## src/rtl/conv2d_stream_engine_pkg.sv

```systemverilog
// Shared types and constants for the 3x3 streaming convolution engine.
// Optional build macro CONV_RELU_EN is consumed by the top module.
package conv_pkg;

    typedef enum logic [1:0] {IDLE, RUN, FLUSH, DONE} state_t;

    localparam int LATENCY = 3;

    // Sobel-x, row-major: {1,0,-1; 2,0,-2; 1,0,-1}
    function automatic int sobel_x(input int i);
        case (i)
            0, 6:    return 1;
            2, 8:    return -1;
            3:       return 2;
            5:       return -2;
            default: return 0;
        endcase
    endfunction

    function automatic int conv_acc_w(input int dw, input int cw);
        return dw + cw + 5;
    endfunction

endpackage

```

## src/rtl/conv2d_stream_engine_if.sv

```systemverilog
// Control, kernel-load and pixel/result handshake bundle of the engine.
// master drives requests and pixels; slave is the engine itself.
interface conv2d_stream_engine_if
    import conv_pkg::*;
#(
    parameter int DATA_W = 8,
    parameter int COEF_W = 8,
    parameter int ACC_W  = conv_acc_w(DATA_W, COEF_W)
);
    logic              start;
    logic              coef_wr;
    logic [3:0]        coef_addr;
    logic [COEF_W-1:0] coef_data;
    logic              in_valid;
    logic              in_ready;
    logic [DATA_W-1:0] in_data;
    logic              out_valid;
    logic              out_ready;
    logic [ACC_W-1:0]  out_data;
    logic              out_last;
    logic              busy;
    logic              done;

    modport master (
        output start, coef_wr, coef_addr, coef_data,
        output in_valid, in_data, out_ready,
        input  in_ready, out_valid, out_data, out_last,
        input  busy, done
    );

    modport slave (
        input  start, coef_wr, coef_addr, coef_data,
        input  in_valid, in_data, out_ready,
        output in_ready, out_valid, out_data, out_last,
        output busy, done
    );
endinterface

```

## src/rtl/conv2d_stream_engine_line_buffer.sv

```systemverilog
// Two row buffers, 3x3 window register and raster x/y tracking.
// Column 2 of the window is the newest pixel; row 2 is the current row.
module conv_line_buffer
    import conv_pkg::*;
#(
    parameter int IMG_W  = 32,
    parameter int IMG_H  = 32,
    parameter int DATA_W = 8
)(
    input  logic                          clk,
    input  logic                          rst,
    input  logic                          clear,
    input  logic                          en,
    input  logic                          accept,
    input  logic [DATA_W-1:0]             pix,
    output logic [2:0][2:0][DATA_W-1:0]   win,
    output logic                          win_valid,
    output logic                          win_last,
    output logic                          last_pix
);
    localparam int XW = $clog2(IMG_W);
    localparam int YW = $clog2(IMG_H);

    logic [DATA_W-1:0] row0 [IMG_W];
    logic [DATA_W-1:0] row1 [IMG_W];
    logic [XW-1:0]     x;
    logic [YW-1:0]     y;
    logic              x_end;
    logic              y_end;
    logic              in_window;

    assign x_end     = x == XW'(IMG_W - 1);
    assign y_end     = y == YW'(IMG_H - 1);
    assign last_pix  = x_end && y_end;
    assign in_window = (x >= XW'(2)) && (y >= YW'(2));

    // Row storage is never reset; both rows are filled before first use.
    always_ff @(posedge clk) begin
        if (accept) begin
            row0[x] <= row1[x];
            row1[x] <= pix;
        end
    end

    always_ff @(posedge clk or negedge rst) begin
        if (!rst) begin
            x <= '0;
            y <= '0;
        end else if (clear) begin
            x <= '0;
            y <= '0;
        end else if (accept) begin
            if (x_end) begin
                x <= '0;
                y <= y_end ? '0 : y + 1'b1;
            end else begin
                x <= x + 1'b1;
            end
        end
    end

    always_ff @(posedge clk or negedge rst) begin
        if (!rst) begin
            win       <= '0;
            win_valid <= 1'b0;
            win_last  <= 1'b0;
        end else if (en) begin
            win_valid <= accept && in_window;
            win_last  <= accept && last_pix;
            if (accept) begin
                for (int r = 0; r < 3; r++) begin
                    win[r][0] <= win[r][1];
                    win[r][1] <= win[r][2];
                end
                win[0][2] <= row0[x];
                win[1][2] <= row1[x];
                win[2][2] <= pix;
            end
        end
    end

endmodule

```

## src/rtl/conv2d_stream_engine.sv

```systemverilog
// 3x3 valid-mode streaming convolution with loadable signed kernel.
// Define CONV_RELU_EN to clamp negative results to zero.
module conv2d_stream_engine
    import conv_pkg::*;
#(
    parameter int IMG_W  = 32,
    parameter int IMG_H  = 32,
    parameter int DATA_W = 8,
    parameter int COEF_W = 8,
    parameter int ACC_W  = conv_acc_w(DATA_W, COEF_W)
)(
    input  logic                  clk,
    input  logic                  rst,
    conv2d_stream_engine_if.slave bus
);
    localparam int P_W = DATA_W + COEF_W + 1;

    state_t                       state;
    state_t                       state_nx;
    logic                         en;
    logic                         accept;
    logic                         last_pix;
    logic                         flush_end;
    logic [COEF_W-1:0]            kern [9];
    logic [2:0][2:0][DATA_W-1:0]  win;
    logic                         win_valid;
    logic                         win_last;
    logic signed [P_W-1:0]        prod [9];
    logic                         prod_valid;
    logic                         prod_last;
    logic signed [ACC_W-1:0]      rsum [3];
    logic                         sum_valid;
    logic                         sum_last;
    logic signed [ACC_W-1:0]      total;
    logic signed [ACC_W-1:0]      result;

    function automatic logic signed [P_W-1:0] mul(
        input logic [DATA_W-1:0] p,
        input logic [COEF_W-1:0] k
    );
        logic signed [P_W-1:0] a;
        logic signed [P_W-1:0] b;
        a = $signed({{(COEF_W + 1){1'b0}}, p});
        b = $signed({{(DATA_W + 1){k[COEF_W-1]}}, k});
        return a * b;
    endfunction

    function automatic logic signed [ACC_W-1:0] sx(
        input logic signed [P_W-1:0] p
    );
        return $signed({{(ACC_W - P_W){p[P_W-1]}}, p});
    endfunction

    assign en           = !bus.out_valid || bus.out_ready;
    assign bus.in_ready = (state == RUN) && en;
    assign accept       = bus.in_valid && bus.in_ready;
    assign flush_end    = bus.out_valid && bus.out_ready && bus.out_last;
    assign bus.busy     = state != IDLE;
    assign bus.done     = state == DONE;

    always_ff @(posedge clk or negedge rst) begin
        if (!rst) state <= IDLE;
        else      state <= state_nx;
    end

    always_comb begin
        state_nx = state;
        unique case (state)
            IDLE:    if (bus.start) state_nx = RUN;
            RUN:     if (accept && last_pix) state_nx = FLUSH;
            FLUSH:   if (flush_end) state_nx = DONE;
            DONE:    state_nx = IDLE;
            default: state_nx = IDLE;
        endcase
    end

    always_ff @(posedge clk or negedge rst) begin
        if (!rst) begin
            for (int i = 0; i < 9; i++) kern[i] <= COEF_W'(sobel_x(i));
        end else if (state == IDLE && bus.coef_wr && bus.coef_addr < 4'd9) begin
            kern[bus.coef_addr] <= bus.coef_data;
        end
    end

    conv_line_buffer #(
        .IMG_W  (IMG_W),
        .IMG_H  (IMG_H),
        .DATA_W (DATA_W)
    ) u_lb (
        .clk       (clk),
        .rst       (rst),
        .clear     (state == IDLE),
        .en        (en),
        .accept    (accept),
        .pix       (bus.in_data),
        .win       (win),
        .win_valid (win_valid),
        .win_last  (win_last),
        .last_pix  (last_pix)
    );

    assign total = rsum[0] + rsum[1] + rsum[2];

`ifdef CONV_RELU_EN
    assign result = total[ACC_W-1] ? '0 : total;
`else
    assign result = total;
`endif

    // Products, row sums and the output register all freeze together on stall.
    always_ff @(posedge clk or negedge rst) begin
        if (!rst) begin
            for (int i = 0; i < 9; i++) prod[i] <= '0;
            for (int r = 0; r < 3; r++) rsum[r] <= '0;
            prod_valid    <= 1'b0;
            prod_last     <= 1'b0;
            sum_valid     <= 1'b0;
            sum_last      <= 1'b0;
            bus.out_valid <= 1'b0;
            bus.out_last  <= 1'b0;
            bus.out_data  <= '0;
        end else if (en) begin
            for (int r = 0; r < 3; r++) begin
                for (int c = 0; c < 3; c++) begin
                    prod[r*3+c] <= mul(win[r][c], kern[r*3+c]);
                end
                rsum[r] <= sx(prod[r*3]) + sx(prod[r*3+1]) + sx(prod[r*3+2]);
            end
            prod_valid    <= win_valid;
            prod_last     <= win_last;
            sum_valid     <= prod_valid;
            sum_last      <= prod_last;
            bus.out_valid <= sum_valid;
            bus.out_last  <= sum_last;
            bus.out_data  <= result;
        end
    end

endmodule

```

## src/flat_wrapper.sv

```systemverilog
// flat-port wrapper written by rule: the top's interface ports become plain ports
module conv2d_stream_engine_flat import conv_pkg::*;
#(
    parameter int IMG_W  = 32,
    parameter int IMG_H  = 32,
    parameter int DATA_W = 8,
    parameter int COEF_W = 8,
    parameter int ACC_W  = conv_acc_w(DATA_W, COEF_W)
)
  (clk, rst, bus_start, bus_coef_wr, bus_coef_addr, bus_coef_data, bus_in_valid, bus_in_data, bus_out_ready, bus_in_ready, bus_out_valid, bus_out_data, bus_out_last, bus_busy, bus_done);
  conv2d_stream_engine_if #(.DATA_W(DATA_W), .COEF_W(COEF_W), .ACC_W(ACC_W)) bus_i ();
  input  logic clk;
  input  logic rst;
  input wire logic [$bits(bus_i.start)-1:0] bus_start;
  input wire logic [$bits(bus_i.coef_wr)-1:0] bus_coef_wr;
  input wire logic [$bits(bus_i.coef_addr)-1:0] bus_coef_addr;
  input wire logic [$bits(bus_i.coef_data)-1:0] bus_coef_data;
  input wire logic [$bits(bus_i.in_valid)-1:0] bus_in_valid;
  input wire logic [$bits(bus_i.in_data)-1:0] bus_in_data;
  input wire logic [$bits(bus_i.out_ready)-1:0] bus_out_ready;
  output wire logic [$bits(bus_i.in_ready)-1:0] bus_in_ready;
  output wire logic [$bits(bus_i.out_valid)-1:0] bus_out_valid;
  output wire logic [$bits(bus_i.out_data)-1:0] bus_out_data;
  output wire logic [$bits(bus_i.out_last)-1:0] bus_out_last;
  output wire logic [$bits(bus_i.busy)-1:0] bus_busy;
  output wire logic [$bits(bus_i.done)-1:0] bus_done;
  assign bus_i.start = bus_start;
  assign bus_i.coef_wr = bus_coef_wr;
  assign bus_i.coef_addr = bus_coef_addr;
  assign bus_i.coef_data = bus_coef_data;
  assign bus_i.in_valid = bus_in_valid;
  assign bus_i.in_data = bus_in_data;
  assign bus_i.out_ready = bus_out_ready;
  assign bus_in_ready = bus_i.in_ready;
  assign bus_out_valid = bus_i.out_valid;
  assign bus_out_data = bus_i.out_data;
  assign bus_out_last = bus_i.out_last;
  assign bus_busy = bus_i.busy;
  assign bus_done = bus_i.done;
  conv2d_stream_engine #(.IMG_W(IMG_W), .IMG_H(IMG_H), .DATA_W(DATA_W), .COEF_W(COEF_W), .ACC_W(ACC_W)) u_core (.clk(clk), .rst(rst), .bus(bus_i));
endmodule
```

## config.mk

```make
export PLATFORM = sky130hd
export DESIGN_NAME = conv2d_stream_engine_flat
export DESIGN_NICKNAME = d
export VERILOG_FILES = /design/src/rtl/conv2d_stream_engine_pkg.sv /design/src/rtl/conv2d_stream_engine_if.sv /design/src/rtl/conv2d_stream_engine_line_buffer.sv /design/src/rtl/conv2d_stream_engine.sv /design/src/flat_wrapper.sv
export SDC_FILE = /design/constraint.sdc
export NUM_CORES = 2
export LEC_CHECK = 0
export BUFFER_PORTS_ARGS = -buffer_cell sky130_fd_sc_hd__clkbuf_2
export CAP_MARGIN = 20
export CORE_MARGIN = 2
export CORE_UTILIZATION = 30
export CTS_BUF_LIST = sky130_fd_sc_hd__clkbuf_8
export CTS_CLUSTER_SIZE = 30
export DETAILED_ROUTE_END_ITERATION = 10
export GPL_TIMING_DRIVEN = 0
export SYNTH_ARGS = -nofsm -noshare
export SYNTH_HDL_FRONTEND = slang
export SYNTH_HIERARCHICAL = 1
export SYNTH_SLANG_ARGS = --single-unit
```

## constraint.sdc

```tcl
create_clock -name clk -period 9.3 [get_ports clk]
set_input_delay 1.86 -clock clk [delete_from_list [all_inputs] [get_ports clk]]
set_output_delay 1.86 -clock clk [all_outputs]
set_load 0.05 [all_outputs]
```

==> results.toml <==
[pwr]
leakagePower_nw = 30.28
power_density_nw_per_um2 = 219.9
vdd_drop_max_mv = 0.1798
power.total_w = 0.01473

[yosys]
yosys-top-cells-area = "edfxtp_1 26%, dfrtp_1 16%, fa_1 14%"
yosysUniqueCellTypes = 94
ys_ff_latch = 907
ys_top_cells_by_count = "598 x nand2_1, 515 x inv_1, 512 x edfxtp_1, 469 x ha_1, 407 x fa_1"
synth_warnings = 6
synth_area_per_cell_sq_um = 11.42
synth_top_area_share_pct = 25.96
synth_edf_count = 512
syn_inst = 5186
async_flop_share_pct = 43.55
synth_most_common_cell = "nand2_1"
synth_area_sq_um = 59210
synth_seq_area_share_pct = 42.71
synth_nets = 6088
synth-main-ff-cell = "edfxtp_1"
synth_area_leader_cell = "edfxtp_1"

[cts]
cts_sinks = 907
cts_buffer_depth = 3
cts_tree = "yes"
cts_setup_buffers = 0
numCtsBuffers = 156
h-tree-depth = 4
clk_latency_ns = 0.91
root_buffer = "clkbuf_8"
cts.repair.resized = 0
cts_hold_buf = 0
cts.reportedPaths.clkPinSlew_ns = 0.06

[hold_path]
hold_class = "reg2reg"

[timing]
timing.setup.tns_ns = 0
min_period_ns = 5.896
setup_viol = 0
fmax_mhz = 169.6
hold_viol_final = 0
max-slew-margin-rel_pct = 18.89
whs_ns = 0.4697
rsz0062_at_grt = "false"
worst_slew_pin_slew_ns = 1.217
skew_ns = 0.04579
timing.final.ws_setup_ns = 3.404
fin_crit_sh_pct = 63.40
report.final.slew_viol_count = 0

[route]
first_pass_iters = 6
viasPerCell = 5.014
post-route-drc-count = 0
ant_nets = 0
via_count = 41212
drtIter0Drc = 3452
wirelength_mm = 175.3
wl_per_cell_um = 21.32

[worst_setup_path]
startpoint_type = "primary input"
cp-end-kind = "output pin"
worstPathArrival_ns = 4.04
worstPathRequired_ns = 7.44
slowest_delay_ns = 0.61
worstSetupPathType = "in2out"
cpLargestDelayFamily = "buffers and inverters"
cp_num_buf_inv = 6
crit_slowest_cell = "clkbuf_1"
cp_max_fo = 10
crit_path_cell_trace = "clkbuf_2, nor2b_1, inv_2, clkbuf_1, clkbuf_1, buf_8, and2_1, clkbuf_2"

[outcome]
outcome = "completed"

[die]
initial_core_util_pct = 30.09
dieHeight_um = 448.3
die_w_um = 448.3
die_area_sq_um = 201000
rows = 163
io_pins = 52
core_sq_um = 196800

[cells_and_area]
area_delta_synth_final_pct = 13.12
layout-drive-gt1-share_pct = 10.46
layout.nets = 6350
design_area_sq_um = 66980
n_fill_cell = 19587

[run]
maxCapViolCount = 0

[global_route]
grt_overflow_total = 0
antenna_found_initial = 13
grt_first_pass_wirelength_mm = 263.7
grt_pass1_vias = 41563
grt_util_all_layers_pct = 17.46
grt_max_degree = 111

[place]
dp_slack_ns = 2.736
dp_hpwl_mm = 130.0
place_congestion = 0.9145
placed_cell_area_sq_um = 63760
place.port_buffers = 50
==> where the power goes <==
group	total [W]	switching (W)	internal (W)
Sequential	0.00576	0.000643	0.00512
Combinational	0.00523	0.00330	0.00194
Clock	0.00374	0.00179	0.00195
==> cell type report <==
cell class | instances | area, sq um | share of cell area, %
clock inverter | 115 | 828.3 | 1.237
antenna | 5 | 12.51 | 0.01868
sequential | 907 | 25290 | 37.76
tap | 2640 | 3303 | 4.932
buffer | 141 | 669.4 | 0.9994
multi-input combinational | 3621 | 31400 | 46.88
inverter | 517 | 1941 | 2.897
clock buffer | 170 | 2340 | 3.493
timing repair buffer | 104 | 1194 | 1.782
==> cells in the final DEF, fill, tap and decap left out, types with 58 or more instances in the layout <==
cell type  count
ha_1         469
dfrtp_1      369
mux2i_1      170
nand2_1      598
and2_1       366
clkbuf_8     171
nor2_1       262
fa_1         407
o21ai_0      144
nor3_1        58
inv_1        563
o22ai_1       73
clkbuf_1      65
a21o_1        70
edfxtp_1     512
mux2_2        78
a21oi_1      167
==> worst paths after layout <==
check                                     start                endpoint  slack (ns)  cells after the start
max in group asynchronous                   rst         u_core/kern[17]        6.57                      4
min reg2reg                    u_core/prod_last        u_core/prod_last        0.47                      2
max                               bus_out_ready            bus_in_ready        3.40                      8
min                            u_core/prod_last        u_core/prod_last        0.47                      2
max reg2reg                u_core/bus.out_valid  u_core/u_lb/row1[6][4]        4.09                     10
min in group asynchronous                   rst  u_core/bus.out_data[6]        0.91                      1
==> worst register-to-register path: stages (launching register included) <==
cell and delay, ns:
dfrtp_1 0.40, nor2b_1 0.21, inv_2 0.30, clkbuf_1 0.77
clkbuf_1 0.52, buf_8 0.26, and3_1 0.47, clkbuf_1 0.47
nand2_1 0.44, nor2_2 0.85, buf_8 0.24
==> flip-flops by register name (all words and copies together) (netlist names) <==
register	cells
u_core/sum_last	1
u_core/kern	72
u_core/rsum	57
u_core/u_lb/win_valid	1
u_core/state	2
u_core/prod	153
u_core/u_lb/row0	256
u_core/bus.out_last	1
u_core/u_lb/win	72
u_core/prod_last	1
u_core/u_lb/y	5
u_core/u_lb/win_last	1
u_core/bus.out_data	21
u_core/sum_valid	1
u_core/prod_valid	1
u_core/bus.out_valid	1
u_core/u_lb/row1	256
u_core/u_lb/x	5
==> routing by layer <==
layer	global-route usage (%)	vias to the layer above	wire, um
met3	3.046	289	11150
met1	23.02	20942	75110
met5	0	-	7
met4	7.055	2	6712
met2	28.41	1416	82270
li1	-	18563	-
==> logic make-up after synthesis <==
| logic type | share of synthesized area [%] |
|---|---|
| AND/OR/NAND/NOR | 13.38 |
| flip-flops | 42.71 |
| adder cells (fa/ha/maj) | 23.67 |
| AO/OA/AOI/OAI | 8.699 |
| buffers and inverters | 4.408 |
| multiplexers | 5.916 |
| XOR/XNOR | 1.213 |
==> through the flow <==
stage / utilization [%] / instances
after CTS: 34.01 / 8211
final: 34.03 / 8220
after floorplan: - / 5186
after global routing: 34.03 / 8216
after detailed placement: 32.40 / 7926
after global placement: 31.89 / 7876
(Power assumes the default switching activity.)
